===== config.mk =====
export PLATFORM = sky130hd
export DESIGN_NAME = shift_reg_sequencer
export DESIGN_NICKNAME = d
export VERILOG_FILES = /design/src/rtl/shift_reg_sequencer.sv
export SDC_FILE = /design/constraint.sdc
export NUM_CORES = 1
export LEC_CHECK = 0
export CORE_MARGIN = 1.5
export CORE_UTILIZATION = 30
export CTS_CLUSTER_DIAMETER = 150
export DETAILED_ROUTE_END_ITERATION = 10
export SLEW_MARGIN = 10
export SYNTH_ARGS = -nofsm -noshare
export SYNTH_HDL_FRONTEND = slang
export SYNTH_SLANG_ARGS = --single-unit

===== constraint.sdc =====
create_clock -name clk -period 2.33 [get_ports clk]
set_input_delay 0.466 -clock clk [delete_from_list [all_inputs] [get_ports clk]]
set_output_delay 0.466 -clock clk [all_outputs]
set_load 0.05 [all_outputs]

===== src/rtl/shift_reg_sequencer.sv =====
// Command-driven controller for the 8-bit multi-mode shift register: applies one
// register op for a commanded number of cycles and holds the register otherwise.
module shift_reg_sequencer #(
    parameter logic [7:0] TAPS = 8'h1D
) (
    input  logic       clk,
    input  logic       rst,
    input  logic       cmd_valid,
    output logic       cmd_ready,
    input  logic [2:0] cmd_op,
    input  logic [7:0] cmd_len,
    input  logic [7:0] cmd_data,
    input  logic       cmd_fb,
    input  logic       abort,
    input  logic [7:0] reg_q,
    output logic [2:0] ctr,
    output logic [7:0] load_val,
    output logic       in_data,
    output logic       busy,
    output logic       done,
    output logic [7:0] remaining
);

    typedef enum logic [1:0] {
        IDLE = 2'd0,
        RUN  = 2'd1,
        DONE = 2'd2
    } state_t;

    localparam logic [2:0] OP_LOAD  = 3'd1;
    localparam logic [2:0] OP_SHIFT = 3'd5;

    state_t     state;
    state_t     next_state;
    logic [7:0] cnt;
    logic [2:0] idx;
    logic [2:0] op_q;
    logic [7:0] data_q;
    logic       fb_q;

    always_ff @(posedge clk or posedge rst) begin
        if (rst) begin
            state <= IDLE;
        end else begin
            state <= next_state;
        end
    end

    // A zero-length command still passes through DONE so the requester sees a pulse.
    always_comb begin
        next_state = state;
        unique case (state)
            IDLE: begin
                if (cmd_valid) begin
                    next_state = (cmd_len != 8'd0) ? RUN : DONE;
                end
            end
            RUN: begin
                if (abort) begin
                    next_state = IDLE;
                end else if (cnt == 8'd1) begin
                    next_state = DONE;
                end
            end
            DONE:    next_state = IDLE;
            default: next_state = IDLE;
        endcase
    end

    always_ff @(posedge clk or posedge rst) begin
        if (rst) begin
            cnt    <= 8'd0;
            idx    <= 3'd0;
            op_q   <= 3'd0;
            data_q <= 8'd0;
            fb_q   <= 1'b0;
        end else if (state == IDLE) begin
            if (cmd_valid) begin
                op_q   <= cmd_op;
                data_q <= cmd_data;
                fb_q   <= cmd_fb;
                cnt    <= cmd_len;
                idx    <= 3'd0;
            end
        end else if (state == RUN) begin
            cnt <= cnt - 8'd1;
            idx <= idx + 3'd1;
        end
    end

    // The register has no hold code, so idle cycles reload it with its own value.
    always_comb begin
        ctr       = OP_LOAD;
        load_val  = reg_q;
        in_data   = 1'b0;
        busy      = 1'b0;
        done      = 1'b0;
        cmd_ready = 1'b0;
        remaining = 8'd0;
        unique case (state)
            IDLE: cmd_ready = 1'b1;
            RUN: begin
                busy      = 1'b1;
                remaining = cnt;
                ctr       = op_q;
                if (op_q == OP_LOAD) begin
                    load_val = data_q;
                end
                if (op_q == OP_SHIFT) begin
                    in_data = fb_q ? (^(reg_q & TAPS)) : data_q[idx];
                end
            end
            DONE:    done = 1'b1;
            default: cmd_ready = 1'b0;
        endcase
    end

endmodule


==> results of run 1 <==
[worst paths after layout]
check	end	slack (ns)	startpoint	depth (start not counted)
min reg2reg	data_q[5]	0.51	data_q[5]	2
max in group asynchronous	idx[0]	1.53	rst	3
max reg2reg	data_q[6]	0.69	state[0]	6
min in group asynchronous	op_q[1]	0.54	rst	3
max	load_val[0]	0.06	state[1]	5
min	data_q[5]	0.51	data_q[5]	2
[worst reg2reg max path, stage by stage, from the launching register on]
cell and delay, ns:
dfrtp_1 0.42, buf_4 0.18, nor2_1 0.15, buf_4 0.18, and2_1 0.46, nand2_1 0.12, nand2_1 0.08
[cell type report]
class	count	area share [%]
flip-flops and latches	25	25.6
well taps	67	3.43
multi-input cells	134	36.2
repair buffers	69	32.0
clock inverters	1	0.204
inverters	6	0.920
clock buffers	3	1.69
[cell usage in the layout, fill, tap and decap left out, types with 2 or more instances in the layout]
cell | netlist | layout
nand2b_1 | 4 | 3
ha_1 | 3 | 3
o21ai_0 | 8 | 8
clkbuf_8 | 0 | 3
inv_1 | 6 | 6
mux4_2 | 2 | 2
nor4_1 | 2 | 2
clkdlybuf4s50_1 | 0 | 32
or4_1 | 3 | 3
nand3_1 | 6 | 6
nor2_1 | 13 | 13
and2_1 | 9 | 8
a21oi_1 | 5 | 5
o22ai_1 | 2 | 2
buf_12 | 0 | 12
o22a_1 | 3 | 3
nand2_1 | 44 | 44
dfrtp_1 | 25 | 24
xor2_2 | 0 | 2
buf_6 | 0 | 9
mux2_2 | 9 | 9
buf_4 | 1 | 16
a22o_1 | 2 | 2
nor3_1 | 2 | 2
[synth_stat cells, drive strengths merged (2+ instances only)]
master	instances
a22o	2
inv	6
mux4	2
nand2b	4
a21oi	5
nand3	6
ha	3
o22ai	2
dfrtp	25
o22a	3
nor2	13
mux2	9
xor2	3
nor4	2
buf	4
and2	9
nor3	2
nand2	44
o21ai	8
or4	3
clkbuf	4
a211oi	2
[per-layer routing]
metal  up-vias  global-route usage (%)
met2        24                    25.7
li1        720                       -
met3         4                    1.36
met4         0                    6.38
met1       671                    21.5
met5         -                       0
[what timing repair did]
item | 4_1_cts | 5_1_grt
cloned | 0 | 0
gates resized for setup | 3 | 15
setup buffers | 2 | 0
pin swaps | 1 | 2
setup endpoints to repair | 9 | 9
[where the power goes]
part	switching (mW)	total (mW)	internal (mW)
clock	0.144	0.263	0.120
sequential	0.242	0.880	0.638
combinational	0.975	1.86	0.885
total	1.36	3.00	1.64
[flip-flops by register name, summed over array words and instances, names as in the netlist]
| signal | cells |
|---|---|
| cnt | 8 |
| state | 2 |
| op_q | 3 |
| data_q | 8 |
| idx | 3 |
| fb_q | 1 |
[logic make-up (layout without fill, tap and decap cells)]
logic type,count (synthesis),after routing
flops,25,25
fa+ha+maj,3,3
simple gates,87,87
compound gates,28,28
buf+inv,14,79
xor+xnor,4,4
mux,12,12
[per-stage QoR]
step           instances  cell area [um2]
6_report             305             2450
2_1_floorplan        173             1530
5_1_grt              305             2450
3_5_place_dp         299             2310
3_3_place_gp         299             2310
4_1_cts              305             2380
==> flow_summary.ini, run 1 <==
[synth]
synth-compound-area-share_pct = 12.1
synthArstFlopShare_pct = 100
synth.largest_area_cell = dfrtp_1
synthAdderAreaFrac_pct = 2.48
yosys.area_share.xor_xnor_pct = 2.31
ys.flop_type = dfrtp_1
synth_top_family_by_area = simple AND/OR/NAND/NOR gates
syn_area_per_cell_um2 = 8.76
netlist_instances = 173
synthSimpleGateAreaFrac_pct = 27.5
synth_nets = 208
yosysTopAreaCellShare_pct = 41.3
synth_edf_count = 0
ys_ff_latch = 25
synthDistinctLibCells = 35
synthesis.area_um2 = 1520
synth_area_leaders = dfrtp_1 (41%), nand2_1 (11%), mux2_2 (6.7%)
muxShareOfSynthArea_pct = 10.3
seq_area_frac_synth_pct = 41.3
ys_warn_count = 0

[timing]
timing.fmax_mhz = 440
final.period_utilization_pct = 97.5
slew_headroom_pct = 65.5
final_hold_viol_count = 0
fin_skew_ns = 0.00425
worst_pin_slew_ns = 0.517
fin_setup_tns_ns = 0
rsz0062_at_grt = false
whs_ns = 0.512
fin_crit_ns = 2.27
finalSetupViolCount = 0
slew_violations = 0
finalWorstSetupSlack_ns = 0.0589

[clocking]
cts_max_level = 1
cts_hold_buf = 0
cts_tree = built
insertion_delay_ns = 0.27
cts_sinks = 25
cts_made_buffers = 3
clk_path_buf_depth = 2
clk_pin_slew_ns = 0.09
cts_root_buf = clkbuf_8

[power]
p_per_area_nw_per_um2 = 1230
finalPower_mw = 3.00
p_leak_nw = 1.09
ir_drop_v = 0.000574

[placement]
io_buffers = 54
dp_slack_ns = 0.0395
place.gp.congestion = 0.799
dp_hpwl_um = 3060

[global_route]
grt_pass1_wl_um = 6690
grt_use_total_pct = 15.7
grt_max_degree = 26
grt_overflow = 0
antenna_found_initial = 0
grt_pass1_vias = 1394

[drt]
wirelength_um = 4060
drcViolationCount = 0
wl_met3_um = 99
ant_nets = 0
wl_per_cell_um = 13.3
route.met2.wl_um = 1950
top_layer = met4
vias_per_cell = 4.65
wl_met1_um = 1960
vias = 1419
drtIter0Drc = 48
drt_pass1_iterations = 4

[critical_path]
worst_path_largest_cell_delay_ns = 0.40
worst_setup_path_end_kind = output port
cp_cell_sequence = nand2b_4, nor4b_4, buf_6, mux2_2, buf_6
cp_max_fo = 8
cp_slowest_cell = dfrtp_1
start_kind = register
cp_num_buf_inv = 2
critical-path-top-delay-family = simple AND/OR/NAND/NOR gates
path_class = reg2out
arrival_ns = 1.81
crit_top_cell = buf_6
crit_required_ns = 1.86

[floorplan]
dieArea_um2 = 5490
fp.dieW_um = 74.1
row_count = 25
ioPinCount = 55
dieHeight_um = 74.1
coreArea_um2 = 4790
initial_core_util_pct = 31.7

[cells_and_area]
final-seq-area_um2 = 627
multi_input_area_um2 = 886
fin_util_pct = 51.1
drive_gt1_share_pct = 26.1
syn_to_final_growth_pct = 61.5
num-nets-final = 274
fillCellCount = 442
antenna_cells = 0

[status]
status = completed

[hold_path]
min_path_type = reg2reg

[run]
max-cap-violations = 0
(Power assumes the default switching activity.)
==> run 2, diff against run 1 <==
--- a/config.mk
+++ b/config.mk
@@ -9,6 +9,7 @@
 export CORE_UTILIZATION = 30
 export CTS_CLUSTER_DIAMETER = 150
 export DETAILED_ROUTE_END_ITERATION = 10
+export PLACE_DENSITY = 0.6
 export SLEW_MARGIN = 10
 export SYNTH_ARGS = -nofsm -noshare
 export SYNTH_HDL_FRONTEND = slang
==> results of run 2 <==
Same layout as run 1: the final DEF is identical, and so are final timing and power.
==> run 3, diff against run 2 <==
--- a/config.mk
+++ b/config.mk
@@ -5,6 +5,7 @@
 export SDC_FILE = /design/constraint.sdc
 export NUM_CORES = 1
 export LEC_CHECK = 0
+export CORE_ASPECT_RATIO = 0.6
 export CORE_MARGIN = 1.5
 export CORE_UTILIZATION = 30
 export CTS_CLUSTER_DIAMETER = 150
==> run 3 against run 2 <==
Clock power about the same. Via count increased by 0.21%. Global-route usage increased by 0.32 points. First-iteration DRC count increased by 50%. Die area increased by 0.25%. Clock-buffer cell count increased by 1. Sequential share of layout area increased by 0.85 points. Clock skew increased by 0.00086 ns. Fmax increased by 1.6%. Non-clock buffer count decreased by 3. Cell count decreased by 2.3%.
==> flow_summary.ini, run 3 (synthesized netlist as in run 1, its figures left out) <==
[drt]
vias = 1422
ant_nets = 0
vias_per_cell = 4.77
drt_pass1_iterations = 4
drcViolationCount = 0
wirelength_um = 4050
wl_per_cell_um = 13.6
drtIter0Drc = 72

[placement]
dp_hpwl_um = 3140
dp_cells = 293
io_buffers = 54
place.gp.congestion = 0.765

[global_route]
grt_pass1_vias = 1376
grt_pass1_wl_um = 6760
grt_max_degree = 26
grt_use_total_pct = 16.0
antenna_found_initial = 0
grt_overflow = 0

[timing]
fin_setup_tns_ns = 0
final_hold_viol_count = 0
final.period_utilization_pct = 95.9
slew_headroom_pct = 66.3
worst_pin_slew_ns = 0.505
rsz0062_at_grt = false
timing.fmax_mhz = 448
slew_violations = 0
whs_ns = 0.520
fin_skew_ns = 0.00511
fin_crit_ns = 2.23
finalSetupViolCount = 0

[floorplan]
row_count = 19
dieArea_um2 = 5500
ioPinCount = 55
initial_core_util_pct = 32.2
fp.dieW_um = 94.8
dieHeight_um = 58.1
coreArea_um2 = 4710

[hold_path]
min_path_type = reg2reg

[power]
clkPwrFrac_pct = 8.9
switching_power_mw = 1.35
internal_power_mw = 1.58
finalPower_mw = 2.92
comb_power_share_pct = 60.7
ir_drop_v = 0.000473
power_frac_seq_pct = 30.4
p_per_area_nw_per_um2 = 1230
power_switching_share_pct = 46.1
p_leak_nw = 1.07

[clocking]
cts_sinks = 25
cts_max_level = 1
cts_made_buffers = 3
insertion_delay_ns = 0.27
clk_path_buf_depth = 2
cts_root_buf = clkbuf_8
clk_pin_slew_ns = 0.08
cts_tree = built

[cells_and_area]
final_cells = 298
layout_commonest_cell = nand2_1
fillCellCount = 453
num-nets-final = 271
multi_input_area_um2 = 863
final-seq-area_um2 = 627
drive_gt1_share_pct = 23.4
largestRegisters = cnt: 8 flops, data_q: 8 flops
syn_to_final_growth_pct = 56.3
antenna_cells = 0
final_cell_mix = nand2_1 (44), clkdlybuf4s50_1 (31), dfrtp_1 (24), buf_4 (21), nor2_1 (13)

[critical_path]
crit_required_ns = 1.86
cp.depth = 5
worstSetupStartpoint = idx[0]
critical-path-top-delay-family = multiplexers
arrival_ns = 1.77
cp_slowest_cell = mux4_2
cp_num_buf_inv = 1
crit_end = in_data
cp_cell_sequence = mux4_2, nor2b_1, a211oi_2, a211oi_4, buf_12
worst_path_largest_cell_delay_ns = 0.49
path_class = reg2out
cp_max_fo = 5
worst_setup_path_end_kind = output port
r2r_slack_ns = 0.67
start_kind = register
rr_worst_depth = 6
r2r_end = cnt[4]
r2r-start = state[0]

[run]
max-cap-violations = 0

[status]
status = completed
[run 3: cell count changes in the layout (fill, tap and decap cells not counted)]
cell | before | now
xnor2_2 | 1 | 0
nor2b_1 | 0 | 1
buf_4 | 16 | 21
clkdlybuf4s50_1 | 32 | 31
clkbuf_1 | 0 | 1
xor2_2 | 2 | 1
xor2_1 | 1 | 2
clkinv_2 | 1 | 0
dlymetal6s2s_1 | 0 | 1
xnor2_1 | 0 | 1
buf_6 | 9 | 1
nor2b_4 | 1 | 0
[run 3: tightest hold or removal path, stage by stage (launching register included)]
cell     delay [ns]
dfrtp_1        0.38
nand2_1        0.06
nand2_1        0.06
[run 3: area by class of cell]
class / count / area share (%)
multi-input combinational: 134 / 36.5
timing repair buffer: 66 / 30.9
sequential: 25 / 26.5
tap: 63 / 3.33
clock buffer: 4 / 1.90
inverter: 6 / 0.951
[run 3: timing repair]
action	4_1_cts	5_1_grt
setup endpoints to repair	9	9
buffers inserted	1	0
hold buffers	0	0
gates resized for setup	4	3
pin swaps	0	2
[run 3: per-layer routing]
layer | part of all wire (%) | vias up | track usage (%)
li1 | - | 716 | -
met3 | 6.0 | 4 | 4.46
met4 | 0.67 | 0 | 2.56
met1 | 53 | 658 | 24.5
met2 | 40 | 44 | 22.7
met5 | 0 | - | 0
[run 3: stage by stage]
stage,setup slack (ns),utilization [%],area [um2]
after floorplan,0.136,-,1530
after global placement,0.0555,48.6,2290
after detailed placement,0.0490,48.6,2290
after CTS,0.00885,50.0,2350
after global routing,0.00682,50.3,2370
final,0.0956,50.3,2370
[run 3: power groups by stage]
stage          combinational, mW  sequential [mW]  clock, mW
4_1_cts                     1.78            0.882      0.269
5_1_grt                     1.90            0.929      0.283
2_1_floorplan               1.14            0.791          0
3_5_place_dp                1.75            0.885          0
3_3_place_gp                1.73            0.880          0
6_report                    1.78            0.888      0.261
[run 3: worst min path at each step]
stage | start | to | cells after the start
finish | data_q[3] | data_q[3] | 2
global route | data_q[7] | data_q[7] | 2
CTS | data_q[5] | data_q[5] | 2
detailed placement | data_q[5] | data_q[5] | 2
global placement | data_q[5] | data_q[5] | 2
floorplan | data_q[2] | data_q[2] | 2
